## config.mk

```make
export PLATFORM = sky130hd
export DESIGN_NAME = csa_accumulator
export DESIGN_NICKNAME = d
export VERILOG_FILES = /design/src/rtl/csa_accumulator.sv
export SDC_FILE = /design/constraint.sdc
export NUM_CORES = 1
export LEC_CHECK = 0
export BUFFER_PORTS_ARGS = -buffer_cell sky130_fd_sc_hd__buf_4
export CAP_MARGIN = 15
export CORE_MARGIN = 3
export CORE_UTILIZATION = 30
export CTS_BUF_LIST = sky130_fd_sc_hd__clkbuf_4 sky130_fd_sc_hd__clkbuf_8 sky130_fd_sc_hd__clkbuf_16
export DETAILED_ROUTE_END_ITERATION = 6
export PLACE_DENSITY_LB_ADDON = 0.05
export SLEW_MARGIN = 25
export SYNTH_ARGS = -nofsm -noshare
export SYNTH_HDL_FRONTEND = slang
export SYNTH_SLANG_ARGS = --single-unit
```

## constraint.sdc

```tcl
create_clock -name i_clk -period 3.3 [get_ports i_clk]
set_clock_uncertainty 0.1 [all_clocks]
set_input_delay 0.495 -clock i_clk [delete_from_list [all_inputs] [get_ports i_clk]]
set_output_delay 0.495 -clock i_clk [all_outputs]
set_load 0.005 [all_outputs]
```

## src/rtl/csa_accumulator.sv

```systemverilog
// Frame accumulator: carry-save adds one operand per beat, then resolves S+C CHUNK bits per cycle.
// Optional sticky overflow flag is compiled in with `define CSA_ACC_OVERFLOW_EN.
module csa_accumulator #(
  parameter int WIDTH = 8,
  parameter int ACC_W = 16,
  parameter int CHUNK = 4
) (
  input  logic             i_clk,
  input  logic             i_rst_n,
  input  logic             i_valid,
  output logic             o_ready,
  input  logic [WIDTH-1:0] i_data,
  input  logic             i_last,
  output logic             o_valid,
  input  logic             i_ready,
  output logic [ACC_W-1:0] o_sum,
  output logic             o_overflow
);

  localparam int N     = ACC_W / CHUNK;
  localparam int IDX_W = (N > 1) ? $clog2(N) : 1;

  typedef enum logic [1:0] {
    IDLE    = 2'd0,
    RESOLVE = 2'd1,
    OUTPUT  = 2'd2
  } state_t;

  state_t             state_r;
  state_t             next_state_s;
  logic [ACC_W-1:0]   s_r;
  logic [ACC_W-1:0]   c_r;
  logic               carry_r;
  logic [IDX_W-1:0]   idx_r;
  logic [ACC_W-1:0]   res_r;
  logic [ACC_W-1:0]   sum_r;
  logic               valid_r;
  logic               ready_r;

  logic [ACC_W-1:0]   d_s;
  logic [ACC_W-1:0]   maj_s;
  logic [ACC_W-1:0]   csa_sum_s;
  logic [ACC_W-1:0]   csa_carry_s;
  logic [CHUNK:0]     slice_sum_s;
  logic [ACC_W-1:0]   res_next_s;
  logic               last_slice_s;

`ifdef CSA_ACC_OVERFLOW_EN
  logic               ovf_r;
  logic               overflow_r;
`endif

  assign o_ready = ready_r;
  assign o_valid = valid_r;
  assign o_sum   = sum_r;
`ifdef CSA_ACC_OVERFLOW_EN
  assign o_overflow = overflow_r;
`else
  assign o_overflow = 1'b0;
`endif

  // Carry-save step for the incoming beat and one ripple slice of the resolve phase
  always_comb begin
    d_s          = ACC_W'(i_data);
    maj_s        = (s_r & c_r) | (s_r & d_s) | (c_r & d_s);
    csa_sum_s    = s_r ^ c_r ^ d_s;
    csa_carry_s  = maj_s << 1;
    slice_sum_s  = (CHUNK+1)'(s_r[idx_r*CHUNK +: CHUNK])
                 + (CHUNK+1)'(c_r[idx_r*CHUNK +: CHUNK])
                 + (CHUNK+1)'(carry_r);
    res_next_s   = res_r;
    res_next_s[idx_r*CHUNK +: CHUNK] = slice_sum_s[CHUNK-1:0];
    last_slice_s = (idx_r == IDX_W'(N-1));
  end

  // Next-state logic
  always_comb begin
    next_state_s = state_r;
    case (state_r)
      IDLE: begin
        if (i_valid && i_last) next_state_s = RESOLVE;
        else                   next_state_s = IDLE;
      end
      RESOLVE: begin
        if (last_slice_s) next_state_s = OUTPUT;
        else              next_state_s = RESOLVE;
      end
      OUTPUT: begin
        if (i_ready) next_state_s = IDLE;
        else         next_state_s = OUTPUT;
      end
      default: next_state_s = IDLE;
    endcase
  end

  // State register and registered handshake outputs
  always_ff @(posedge i_clk or negedge i_rst_n) begin
    if (!i_rst_n) begin
      state_r <= IDLE;
      ready_r <= 1'b1;
      valid_r <= 1'b0;
    end else begin
      state_r <= next_state_s;
      ready_r <= (next_state_s == IDLE);
      valid_r <= (next_state_s == OUTPUT);
    end
  end

  // Datapath: CSA accumulation in IDLE, slice resolve, clear on result handshake
  always_ff @(posedge i_clk or negedge i_rst_n) begin
    if (!i_rst_n) begin
      s_r        <= '0;
      c_r        <= '0;
      carry_r    <= 1'b0;
      idx_r      <= '0;
      res_r      <= '0;
      sum_r      <= '0;
`ifdef CSA_ACC_OVERFLOW_EN
      ovf_r      <= 1'b0;
      overflow_r <= 1'b0;
`endif
    end else begin
      case (state_r)
        IDLE: begin
          if (i_valid) begin
            s_r   <= csa_sum_s;
            c_r   <= csa_carry_s;
            idx_r <= '0;
`ifdef CSA_ACC_OVERFLOW_EN
            ovf_r <= ovf_r | maj_s[ACC_W-1];
`endif
          end
        end
        RESOLVE: begin
          res_r   <= res_next_s;
          carry_r <= slice_sum_s[CHUNK];
          idx_r   <= idx_r + IDX_W'(1);
          if (last_slice_s) begin
            sum_r      <= res_next_s;
`ifdef CSA_ACC_OVERFLOW_EN
            // The final slice carry is the last weight-2^ACC_W term of the true sum
            overflow_r <= ovf_r | slice_sum_s[CHUNK];
`endif
          end
        end
        OUTPUT: begin
          if (i_ready) begin
            s_r     <= '0;
            c_r     <= '0;
            carry_r <= 1'b0;
            idx_r   <= '0;
`ifdef CSA_ACC_OVERFLOW_EN
            ovf_r   <= 1'b0;
`endif
          end
        end
        default: begin
          s_r     <= '0;
          c_r     <= '0;
          carry_r <= 1'b0;
          idx_r   <= '0;
        end
      endcase
    end
  end

endmodule

```

Word-level counts from Yosys, hierarchy flattened
Index checks and enable logic that the tools add are counted.
{"block": "totals", "register_bits": 71, "out_inout_bits": 19}
{"block": "classes", "add_sub_neg": 4, "eq_ne": 6, "n_shift": 4, "muxes": 15, "bitwise_logic": 9, "n_reduce_logical": 7}
{"operator": "$pmux 16 s3", "n": 2}
{"operator": "$mux 16", "n": 3}
{"operator": "$neg 4->34", "n": 1}
{"operator": "$shift 4x34->16 const A", "n": 1}
{"operator": "$shiftx 4x34->16", "n": 1}
{"operator": "$shiftx 16x5->4", "n": 2}
{"operator": "$and 15x8->15", "n": 2}
{"operator": "$or 15x15->15", "n": 2}
{"operator": "$bwmux 16", "n": 1}
{"operator": "$xor 16x16->16", "n": 1}
{"operator": "$xor 16x8->16", "n": 1}
{"operator": "$and 15x15->15", "n": 1}
{"operator": "$pmux 2 s3", "n": 2}
{"operator": "$mux 2", "n": 4}
{"operator": "$eq 2x2->1 const B", "n": 3}
{"operator": "$reduce_and 2->1", "n": 3}
{"operator": "$add 4x4->5", "n": 1}
{"operator": "$add 5x1->5", "n": 1}
{"operator": "$logic_not 2->1", "n": 2}
{"operator": "$ne 2x2->1 const B", "n": 2}
{"operator": "$pmux 1 s3", "n": 1}
{"operator": "$reduce_and 3->1", "n": 1}
{"operator": "$add 2x1->2 const B", "n": 1}
{"operator": "$eq 2x1->1 const B", "n": 1}
{"operator": "other kinds (3)", "n": 5}

Depth between registers and ports, before layout
{"block": "logic_depth", "depth_word": 5, "depth_mapped": 8, "mapped_depth_nobuf": 8}

Worst setup path after synthesis
No wires, ideal clock.
{"block": "synth_path", "path_kind": "reg2reg", "start": "register idx_r[0]", "end": "register res_r[14]", "arrival_ns": 2.638, "required_ns": 3.079, "slack_ns": 0.441, "path_stages_with_launch": 8, "n_path_buf": 1, "path_cell_list": "dfrtp_1 buf_4 mux4_2 fa_1 fa_1 xor2_1 and2_1 a22o_1"}
{"block": "synth_between", "elab_chain_cells": 5}
{"item": "from (decl)", "line": "34", "text": "logic [IDX_W-1:0] idx_r;"}
{"item": "from (signal assigned)", "line": "137", "text": "idx_r <= idx_r + IDX_W'(1);"}
{"item": "$shiftx 16x5->4 (on tied branches)", "line": "68, 69"}
{"item": "$add 4x4->5", "line": "69", "text": "+ (CHUNK+1)'(c_r[idx_r*CHUNK +: CHUNK])"}
{"item": "$add 5x1->5", "line": "70", "text": "+ (CHUNK+1)'(carry_r);"}
{"item": "$shiftx 4x34->16", "line": "72", "text": "res_next_s[idx_r*CHUNK +: CHUNK] = slice_sum_s[CHUNK-1:0];"}
{"item": "$bwmux 16 *", "line": "72"}
{"item": "to (signal assigned)", "line": "135", "text": "res_r <= res_next_s;"}
{"item": "to (decl)", "line": "35", "text": "logic [ACC_W-1:0] res_r;"}
Mark *: on every way between the ends. The rest lies on a longest branch, timed or not.
A chain may end at the register's enable or synchronous reset.

Worst setup path in the final report
{"block": "layout_path", "start": "register idx_r[0]", "end": "register res_r[2]"}
Same word-level chain as after synthesis.

==> results.cfg <==
[yosys]
synth.ff_latch_count = 70
synth-edff-count = 0
syn-num-nets = 314
syn-cell-area_um2 = 3483
synth_sequential_area_ratio = 0.5032
syn-mean-instance-area_um2 = 12.67
yosys_most_used_dff = sky130_fd_sc_hd__dfrtp_1
netlist-cell-type-count = 44
yosys_warnings = 0
ys_async_sr_fraction = 1.000
syn-instance-count = 275

[power]
combPwrFrac = 0.414
ir_drop_mv = 0.3575
total_power_uw = 4076
sequentialPowerShare = 0.349
power.switching_uw = 1546
powerDensity_nw_per_um2 = 986.1
swShare = 0.3793
p_int_uw = 2530
clk_network_pwr_share = 0.237
power.leakage_uw = 0.001944

[floorplan]
fp.dieArea_um2 = 12940
initial_utilization = 0.3144
core_area_um2 = 11080
placementRows = 38
pin_count = 32
chip_width_um = 113.8
fp.dieH_um = 113.8

[critical_path]
worst-r2r-setup-slack_ns = 0.47
endpoint_type_of_the_worst_setup_path = register
arrival_time_of_the_worst_setup_path_ns = 2.99
worst_r2r_startpoint = idx_r[0]
path_max_fanout = 14
timing.setup.critical_path_class = reg -> reg
ff2ff_path_depth = 9
worstSetupStartpointType = register
data_required_time_at_the_worst_endpoint_ns = 3.46
timing.rr.end = res_r[2]

[clocking]
clock_sink_count = 70
clk_transition_reported_paths_ns = 0.06
cts_root_buffer = sky130_fd_sc_hd__clkbuf_16
htree_num_levels = 3
clock_tree.buffer_depth = 2
tritoncts = built
worstSkewPairLatency_ns = 0.33
cts_setup_buffers = 0
post_cts.resized_instances = 0
holdBufCountCts = 0
cts_buffers = 9

[grt]
grt_overflow_total = 0
antenna_found_initial = 0
grt_total_usage = 0.1355
grt_pass1_wl_um = 13410
via_count_of_the_first_global_routing_pass = 2412
pin_count_of_the_biggest_net_entering_global_routing = 71

[detailed_routing]
via_count = 2333
topRoutingLayerUsed = met4
wirelength_um = 8143
met2_length_um = 4050
met1_wirelength_um = 3873
dr_wl_met3_um = 164
drt_drc_violations_left = 0
detailedRoute.firstPassIterationCount = 6
final_antenna_net_count = 0
vias_per_cell = 5.208
wirelength_per_cell_um = 18.18
drt_first_iter_violations = 168

[sta]
setup_repair_after_global_routing_missed_its_margin = no
final_period_minus_worst_setup_slack_ns = 2.832
timing.final.setup_violations = 0
totalNegativeSetupSlack_ns = 0
timing_max_transition_violations_final = 0
finalCritPeriodShare = 0.8582
hold_viol_final = 0
timing.slew.headroom = 0.4852
timing_worst_slew_pin_value_ns = 0.7722
max_freq_mhz = 353.1

[finish]
diodes = 0
final_layout_size_suffix_gt1_frac = 0.2403
design.final.nets = 342
layout-area-overhead-vs-synth_pct = 18.68

[run]
timing.max_cap.violations = 0

[outcome]
run_status = complete, no violations

[min_path]
worst_hold_path_type = in -> async

[placed_design]
dpl.hpwl_um = 5481
port_buffers = 30
gp_congestion = 0.6814
[stage by stage]
step	worst slack [ns]	utilization	hold slack [ns]	instance area, um2	cells
global placement	0.5128	0.3462	0.3782	3835	432
finish	0.4679	0.3732	0.07797	4134	448
detailed placement	0.4465	0.3462	0.3814	3835	432
global route	0.2683	0.3732	0.1378	4134	448
floorplan	0.4406	-	0.09941	3483	275
CTS	0.4281	0.3728	0.2436	4130	448
[worst max-delay path by stage]
stage	from	end	slack, ns	cells after the start
6_report	idx_r[0]	res_r[2]	0.47	9
4_1_cts	idx_r[0]	res_r[2]	0.43	9
5_1_grt	idx_r[0]	res_r[2]	0.27	9
3_3_place_gp	idx_r[0]	res_r[6]	0.51	9
3_5_place_dp	idx_r[0]	res_r[10]	0.45	9
2_1_floorplan	idx_r[0]	res_r[14]	0.44	7
[power groups by stage]
stage	Clock (uW)	Combinational (uW)	Sequential, uW
after global routing	1040	1890	1470
final	965	1690	1420
after global placement	0	1710	1440
after floorplan	0	1200	1360
after detailed placement	0	1720	1440
after CTS	996	1720	1430
[cell usage in the layout (no fill, tap or decap), drive strengths merged, types with 2 or more instances in the layout]
| cell | count |
|---|---|
| o21ai | 6 |
| nor3 | 3 |
| mux4 | 7 |
| nand2 | 18 |
| a32o | 12 |
| ha | 17 |
| o22ai | 2 |
| a221oi | 12 |
| inv | 7 |
| nor2b | 2 |
| a21o | 2 |
| dfrtp | 69 |
| clkbuf | 12 |
| buf | 35 |
| nand3b | 2 |
| and2 | 3 |
| a32oi | 4 |
| clkinv | 2 |
| nor2 | 29 |
| a21oi | 5 |
| fa | 9 |
| a22o | 34 |
| mux2i | 2 |
[final cells by class]
cell class / instances / area (um2)
Clock inverter: 4 / 47.55
Fill cell: 1103 / 6944
Clock buffer: 12 / 247.7
Sequential cell: 70 / 1753
Tap cell: 140 / 175.2
Timing Repair Buffer: 35 / 266.5
Inverter: 7 / 26.28
Multi-Input combinational cell: 180 / 1618
[Yosys cell counts, types with 6 or more instances]
cell,n,area (um2)
sky130_fd_sc_hd__dfrtp_1,69,1727
sky130_fd_sc_hd__nand2_1,17,63.81
sky130_fd_sc_hd__fa_1,9,180.2
sky130_fd_sc_hd__ha_1,17,212.7
sky130_fd_sc_hd__mux4_2,7,157.7
sky130_fd_sc_hd__nor2_1,29,108.9
sky130_fd_sc_hd__a32o_1,12,120.1
sky130_fd_sc_hd__buf_2,7,35.03
sky130_fd_sc_hd__a221oi_1,9,78.83
sky130_fd_sc_hd__a22o_1,34,297.8
sky130_fd_sc_hd__inv_1,6,22.52
[state kept, by name, indices dropped and copies added, names as in the netlist, 2 cells and up]
name / flops
o_sum: 16
res_r: 16
s_r: 16
c_r: 15
idx_r: 2
state_r: 2
[layer usage]
metal  up-vias  global-route usage
met2        28              0.2081
met1      1203              0.1910
li1       1098                   -
met5         -                   0
met3         4             0.03183
met4         0             0.04087
[worst max-delay path, stage by stage, from the launching register on]
cell,delay (ns)
sky130_fd_sc_hd__dfrtp_1,0.36
sky130_fd_sc_hd__buf_4,0.27
sky130_fd_sc_hd__inv_2,0.13
sky130_fd_sc_hd__nand3_1,0.08
sky130_fd_sc_hd__o21ai_0,0.10
sky130_fd_sc_hd__fa_1,0.42
sky130_fd_sc_hd__fa_1,0.41
sky130_fd_sc_hd__xor2_1,0.44
sky130_fd_sc_hd__and2_1,0.29
sky130_fd_sc_hd__a22o_1,0.16
[logic make-up (layout without fill, tap and decap cells)]
family / after synthesis / count (layout) / share of synthesized area
mux: 9 / 9 / 0.05101
other cells: 1 / 1 / 0.001077
compound gates: 79 / 79 / 0.1936
flops: 70 / 70 / 0.5032
xor+xnor: 1 / 1 / 0.002515
fa+ha+maj: 26 / 26 / 0.1128
simple gates: 64 / 64 / 0.1009
buf+inv: 25 / 58 / 0.03484
(Power assumes the default switching activity.)
